`src/rtl/cmd_arbiter.sv`:
```
// Shares the SD CMD-line engine between the software (req 0) and auto-command (req 1) paths.
// It grants requests round-robin, issues them to the engine and returns one result per grant.
module cmd_arbiter #(
    parameter int WATCHDOG_CYCLES = 1024,
    parameter bit AUTO_FIRST      = 1'b1
) (
    input  logic             clk_i,
    input  logic             rst_ni,
    input  logic [1:0]       req_valid_i,
    output logic [1:0]       req_ready_o,
    input  logic [1:0][5:0]  req_cmd_i,
    input  logic [1:0][31:0] req_arg_i,
    input  logic [1:0][1:0]  req_rsp_type_i,
    input  logic             abort_i,
    output logic [5:0]       cmd_o,
    output logic [31:0]      cmd_arg_o,
    output logic [1:0]       response_type_o,
    output logic             cmd_valid_o,
    input  logic             cmd_ready_i,
    input  logic             cmd_done_i,
    input  logic             cmd_result_valid_i,
    input  logic             timeout_error_i,
    input  logic             index_error_i,
    input  logic             end_bit_error_i,
    input  logic             crc_error_i,
    input  logic [119:0]     rsp_i,
    output logic             res_valid_o,
    output logic             res_id_o,
    output logic [119:0]     res_rsp_o,
    output logic [4:0]       res_err_o,
    output logic             busy_o
);
    localparam int WD_W = $clog2(WATCHDOG_CYCLES);
    localparam logic [WD_W-1:0] WD_LAST = WD_W'(WATCHDOG_CYCLES - 2);
    localparam logic [WD_W-1:0] WD_MAX  = '1;
    localparam logic [1:0] NO_RESPONSE  = 2'b00;

    typedef enum logic [2:0] {IDLE, ISSUE, WAIT_CMD, WAIT_RSP, REPORT} state_t;

    state_t          state_reg, state_next;
    logic            last_reg, last_next;
    logic            id_reg, id_next;
    logic [5:0]      cmd_reg, cmd_next;
    logic [31:0]     arg_reg, arg_next;
    logic [1:0]      type_reg, type_next;
    logic [WD_W-1:0] wd_reg, wd_next;
    logic            res_valid_reg, res_valid_next;
    logic            res_id_reg, res_id_next;
    logic [119:0]    res_rsp_reg, res_rsp_next;
    logic [4:0]      res_err_reg, res_err_next;

    logic            grant_valid;
    logic            grant_id;
    logic            wd_fire;
    logic            finish;
    logic [119:0]    fin_rsp;
    logic [4:0]      fin_err;

    // On a tie the requester not granted last wins; a lone request always wins.
    assign grant_id    = (&req_valid_i) ? ~last_reg : req_valid_i[1];
    assign grant_valid = (state_reg == IDLE) && !abort_i && (|req_valid_i);
    // wd_reg+1 waiting cycles have elapsed; forcing at the (N-1)th lands the result N cycles after handshake.
    assign wd_fire     = (wd_reg == WD_LAST);

    for (genvar gi = 0; gi < 2; gi++) begin : g_ready
        assign req_ready_o[gi] = grant_valid && (grant_id == 1'(gi));
    end

    always_comb begin
        state_next     = state_reg;
        last_next      = last_reg;
        id_next        = id_reg;
        cmd_next       = cmd_reg;
        arg_next       = arg_reg;
        type_next      = type_reg;
        wd_next        = wd_reg;
        res_valid_next = 1'b0;
        res_id_next    = res_id_reg;
        res_rsp_next   = res_rsp_reg;
        res_err_next   = res_err_reg;
        finish         = 1'b0;
        fin_rsp        = '0;
        fin_err        = '0;

        if (abort_i) begin
            state_next = IDLE;
            wd_next    = '0;
        end else begin
            case (state_reg)
                IDLE: begin
                    if (grant_valid) begin
                        state_next = ISSUE;
                        last_next  = grant_id;
                        id_next    = grant_id;
                        cmd_next   = req_cmd_i[grant_id];
                        arg_next   = req_arg_i[grant_id];
                        type_next  = req_rsp_type_i[grant_id];
                    end
                end
                ISSUE: begin
                    if (cmd_ready_i) begin
                        wd_next    = '0;
                        state_next = (type_reg == NO_RESPONSE) ? WAIT_CMD : WAIT_RSP;
                    end
                end
                WAIT_CMD: begin
                    if (cmd_done_i) begin
                        finish = 1'b1;
                    end else if (wd_fire) begin
                        finish  = 1'b1;
                        fin_err = 5'b10000;
                    end
                end
                WAIT_RSP: begin
                    if (cmd_result_valid_i) begin
                        finish  = 1'b1;
                        fin_rsp = rsp_i;
                        fin_err = {2'b00, index_error_i, end_bit_error_i, crc_error_i};
                    end else if (timeout_error_i) begin
                        finish  = 1'b1;
                        fin_err = 5'b01000;
                    end else if (wd_fire) begin
                        finish  = 1'b1;
                        fin_err = 5'b10000;
                    end
                end
                REPORT:  state_next = IDLE;
                default: state_next = IDLE;
            endcase

            if ((state_reg == WAIT_CMD || state_reg == WAIT_RSP) && wd_reg != WD_MAX) begin
                wd_next = wd_reg + 1'b1;
            end
            if (finish) begin
                state_next     = REPORT;
                res_valid_next = 1'b1;
                res_id_next    = id_reg;
                res_rsp_next   = fin_rsp;
                res_err_next   = fin_err;
            end
        end
    end

    always_ff @(posedge clk_i) begin
        if (!rst_ni) begin
            state_reg     <= IDLE;
            last_reg      <= ~AUTO_FIRST;
            id_reg        <= 1'b0;
            cmd_reg       <= '0;
            arg_reg       <= '0;
            type_reg      <= '0;
            wd_reg        <= '0;
            res_valid_reg <= 1'b0;
            res_id_reg    <= 1'b0;
            res_rsp_reg   <= '0;
            res_err_reg   <= '0;
        end else begin
            state_reg     <= state_next;
            last_reg      <= last_next;
            id_reg        <= id_next;
            cmd_reg       <= cmd_next;
            arg_reg       <= arg_next;
            type_reg      <= type_next;
            wd_reg        <= wd_next;
            res_valid_reg <= res_valid_next;
            res_id_reg    <= res_id_next;
            res_rsp_reg   <= res_rsp_next;
            res_err_reg   <= res_err_next;
        end
    end

    assign cmd_o           = cmd_reg;
    assign cmd_arg_o       = arg_reg;
    assign response_type_o = type_reg;
    assign cmd_valid_o     = (state_reg == ISSUE);
    assign busy_o          = (state_reg != IDLE);
    assign res_valid_o     = res_valid_reg;
    assign res_id_o        = res_id_reg;
    assign res_rsp_o       = res_rsp_reg;
    assign res_err_o       = res_err_reg;
endmodule

```
`config.mk`:
```
export PLATFORM = sky130hd
export DESIGN_NAME = cmd_arbiter
export DESIGN_NICKNAME = d
export VERILOG_FILES = /design/src/rtl/cmd_arbiter.sv
export SDC_FILE = /design/constraint.sdc
export NUM_CORES = 1
export LEC_CHECK = 0
export CAP_MARGIN = 20
export CORE_AREA = 2 2 150 152
export CTS_CLUSTER_DIAMETER = 200
export DETAILED_ROUTE_END_ITERATION = 16
export DIE_AREA = 0 0 152 154
export PLACE_DENSITY = 0.71
export SETUP_SLACK_MARGIN = 0.05
export SYNTH_ARGS = -nofsm -noshare
export SYNTH_HDL_FRONTEND = slang
export SYNTH_SLANG_ARGS = --single-unit
```
`constraint.sdc`:
```
create_clock -name clk_i -period 2 [get_ports clk_i]
set_input_delay 0.4 -clock clk_i [delete_from_list [all_inputs] [get_ports clk_i]]
set_output_delay 0.4 -clock clk_i [all_outputs]
set_load 0.05 [all_outputs]
```
==> flow_summary.ini <==
[yosys]
seq_area_frac_synth = 0.478
yosysTopAreaCell = dfxtp_1
ys_types = 48
yosys_register_bits = 181
yosysTopAreaCellShare = 0.478
async_flop_share = 0
synth_top_cells_by_count = nand2_1 (271), dfxtp_1 (181), mux2i_1 (166)
syn_avg_cell_area_um2 = 9.28
synth-edff-count = 0
ys.flop_type = dfxtp_1
syn_inst = 816
synthesis.nets = 1030
synth_area_leaders = dfxtp_1 (48%), mux2i_1 (22%), nand2_1 (13%)
yosys_warnings = 0
syn_area_mm2 = 0.00758
synth.most_common_cell = nand2_1

[worst_setup_path]
rr_worst_depth = 5
end_kind = primary output
cp_slowest_cell = clkdlybuf4s50_1
crit_type = in2out
crit_family = buffers and inverters
crit_path_start_kind = input pin
cp_data_required_time_ns = 1.60
critPathArrivalTime_ns = 1.61
worst-path-stages = 5
path_buf_inv = 3
crit_top_cell = buf_12
crit_chain = clkdlybuf4s50_1 > a21boi_4 > buf_12 > and2_4 > buf_12
path_max_fanout = 16
cpPeakStageDelay_ns = 0.52

[timing]
maxSlewViolCount = 0
setup_violations = 1
fin_ws_ns = -0.0136
hold_violations = 0
tightest_slew_ns = 0.553
max_slew_margin = 0.633
finClkSkew_ns = 0.0136
fin_crit_sh = 1.01
max_freq_mhz = 497
rsz0062_at_grt = yes
min_period_ns = 2.01

[place]
dp_hpwl_mm = 17.4
place_congestion = 0.785
dpl_worst_slack_ns = -0.0387
port_buffers = 382
place_inst = 1471

[finish]
area_growth_pct = 65.6
largest_reg_flops = 120
final_nets = 1428
fin_cells = 1507
num-fill-cells = 2008
drive_gt1_frac = 0.100
antenna_cells = 0

[global_route]
antenna_found_initial = 0
grt_max_degree = 98
grt_pass1_wl_mm = 35.9
track_usage = 0.190
overflow = 0
grt_pass1_vias = 6907

[drt]
routed_wl_mm = 22.9
wire_per_inst_um = 15.2
drt.antenna.violating_nets = 0
drt_iter0_drc = 214
viasPerCell = 4.73
vias = 7123
drc = 0
drt_pass1_iterations = 4

[clock_tree]
cts_root_buf = clkbuf_16
cts_hold_buf = 0
clkSlewWorstSetupHoldPaths_ns = 0.07
cts_tree = built
numCtsBuffers = 17
clock_sinks = 181
htreeDepth = 4
worst_skew_pair.late_latency_ns = 0.43
clock_path_buffers = 2

[pwr]
ir_worst_vdd_mv = 0.399
finalPower_mw = 8.30
leakage_nw = 6.35
power_density_mw_per_mm2 = 662

[floorplan]
die_x_um = 152
die_area_mm2 = 0.0234
die_h_um = 154
core.rowCount = 54
initial_core_util = 0.349
io_pins = 383
core_mm2 = 0.0217

[hold_path]
holdCritPathClass = reg2reg
min_path_cells = 2

[run_status]
violations = setup timing
status = complete, but fails checks

[flow_run]
maxCapViolCount = 0
==> cell usage in the layout, fill, tap and decap left out, drive strengths merged, types with 4 or more instances in the layout <==
cell type      netlist  routed
nand2              271     271
clkdlybuf4s50        0     209
dfxtp              181     181
mux2i              166     166
dlygate4sd2          0     155
buf                 37      76
nor2                31      31
a211oi              23      23
o211a               19      19
clkbuf              24      18
inv                  2       9
and3                 6       6
nand3                5       5
clkinv               0       5
nor3                 4       4
==> worst register-to-register path: stages (launching register included) <==
cell and delay (ns):
dfxtp_1 0.40, ha_1 0.23, nand3_1 0.21, o31ai_1 0.39, and3_2 0.36, mux2_2 0.18
==> timing repair <==
| item | in CTS | in global routing |
|---|---|---|
| resized for setup | 162 | 2 |
| buffers inserted | 3 | 1 |
| setup endpoints to repair | 156 | 10 |
| pin swaps | 3 | 3 |
==> cells by family (layout without fill, tap and decap cells) <==
group | after synthesis | after routing | share of synthesized area
simple gates | 336 | 336 | 0.181
flops | 181 | 181 | 0.478
fa+ha+maj | 2 | 2 | 0.00330
mux | 167 | 167 | 0.221
compound gates | 65 | 65 | 0.0710
buf+inv | 63 | 474 | 0.0429
xor+xnor | 2 | 2 | 0.00231
==> layout make-up <==
class / instances / area, um2 / share of cell area
multi-input combinational: 572 / 3680 / 0.294
tap: 280 / 350 / 0.0279
sequential: 181 / 3630 / 0.289
clock inverter: 14 / 159 / 0.0127
timing repair buffer: 440 / 4270 / 0.341
clock buffer: 18 / 439 / 0.0350
inverter: 2 / 7.51 / 0.000599
==> power breakdown <==
part / internal (mW) / switching, mW
Combinational: 0.624 / 0.590
Sequential: 3.67 / 0.0400
Clock: 1.81 / 1.56
==> through the flow <==
stage                     instance area (um2)   util  setup TNS [ns]  hold WS (ns)
after CTS                               12500  0.578         -0.0309         0.442
after global routing                    12500  0.578          -0.101         0.449
final                                   12500  0.578         -0.0136         0.454
after detailed placement                12100  0.557          -0.486         0.451
after global placement                  12100  0.557         -0.0849         0.442
after floorplan                          7600      -         -0.0386         0.444
==> per-layer routing <==
layer / up-vias / GRT usage / wire length [um]
li1: 3549 / - / -
met1: 3280 / 0.214 / 9360
met2: 264 / 0.341 / 11400
met3: 30 / 0.0555 / 1580
met4: 0 / 0.0676 / 505
met5: - / 0 / 0
==> worst paths after layout <==
check                        end  slack, ns            from
hold reg to reg    res_rsp_o[93]       0.45   res_rsp_o[93]
hold / removal     res_rsp_o[93]       0.45   res_rsp_o[93]
setup / recovery  req_ready_o[1]      -0.01  req_valid_i[1]
setup reg to reg       wd_reg[0]       0.19       wd_reg[1]
(Power assumes the default switching activity.)
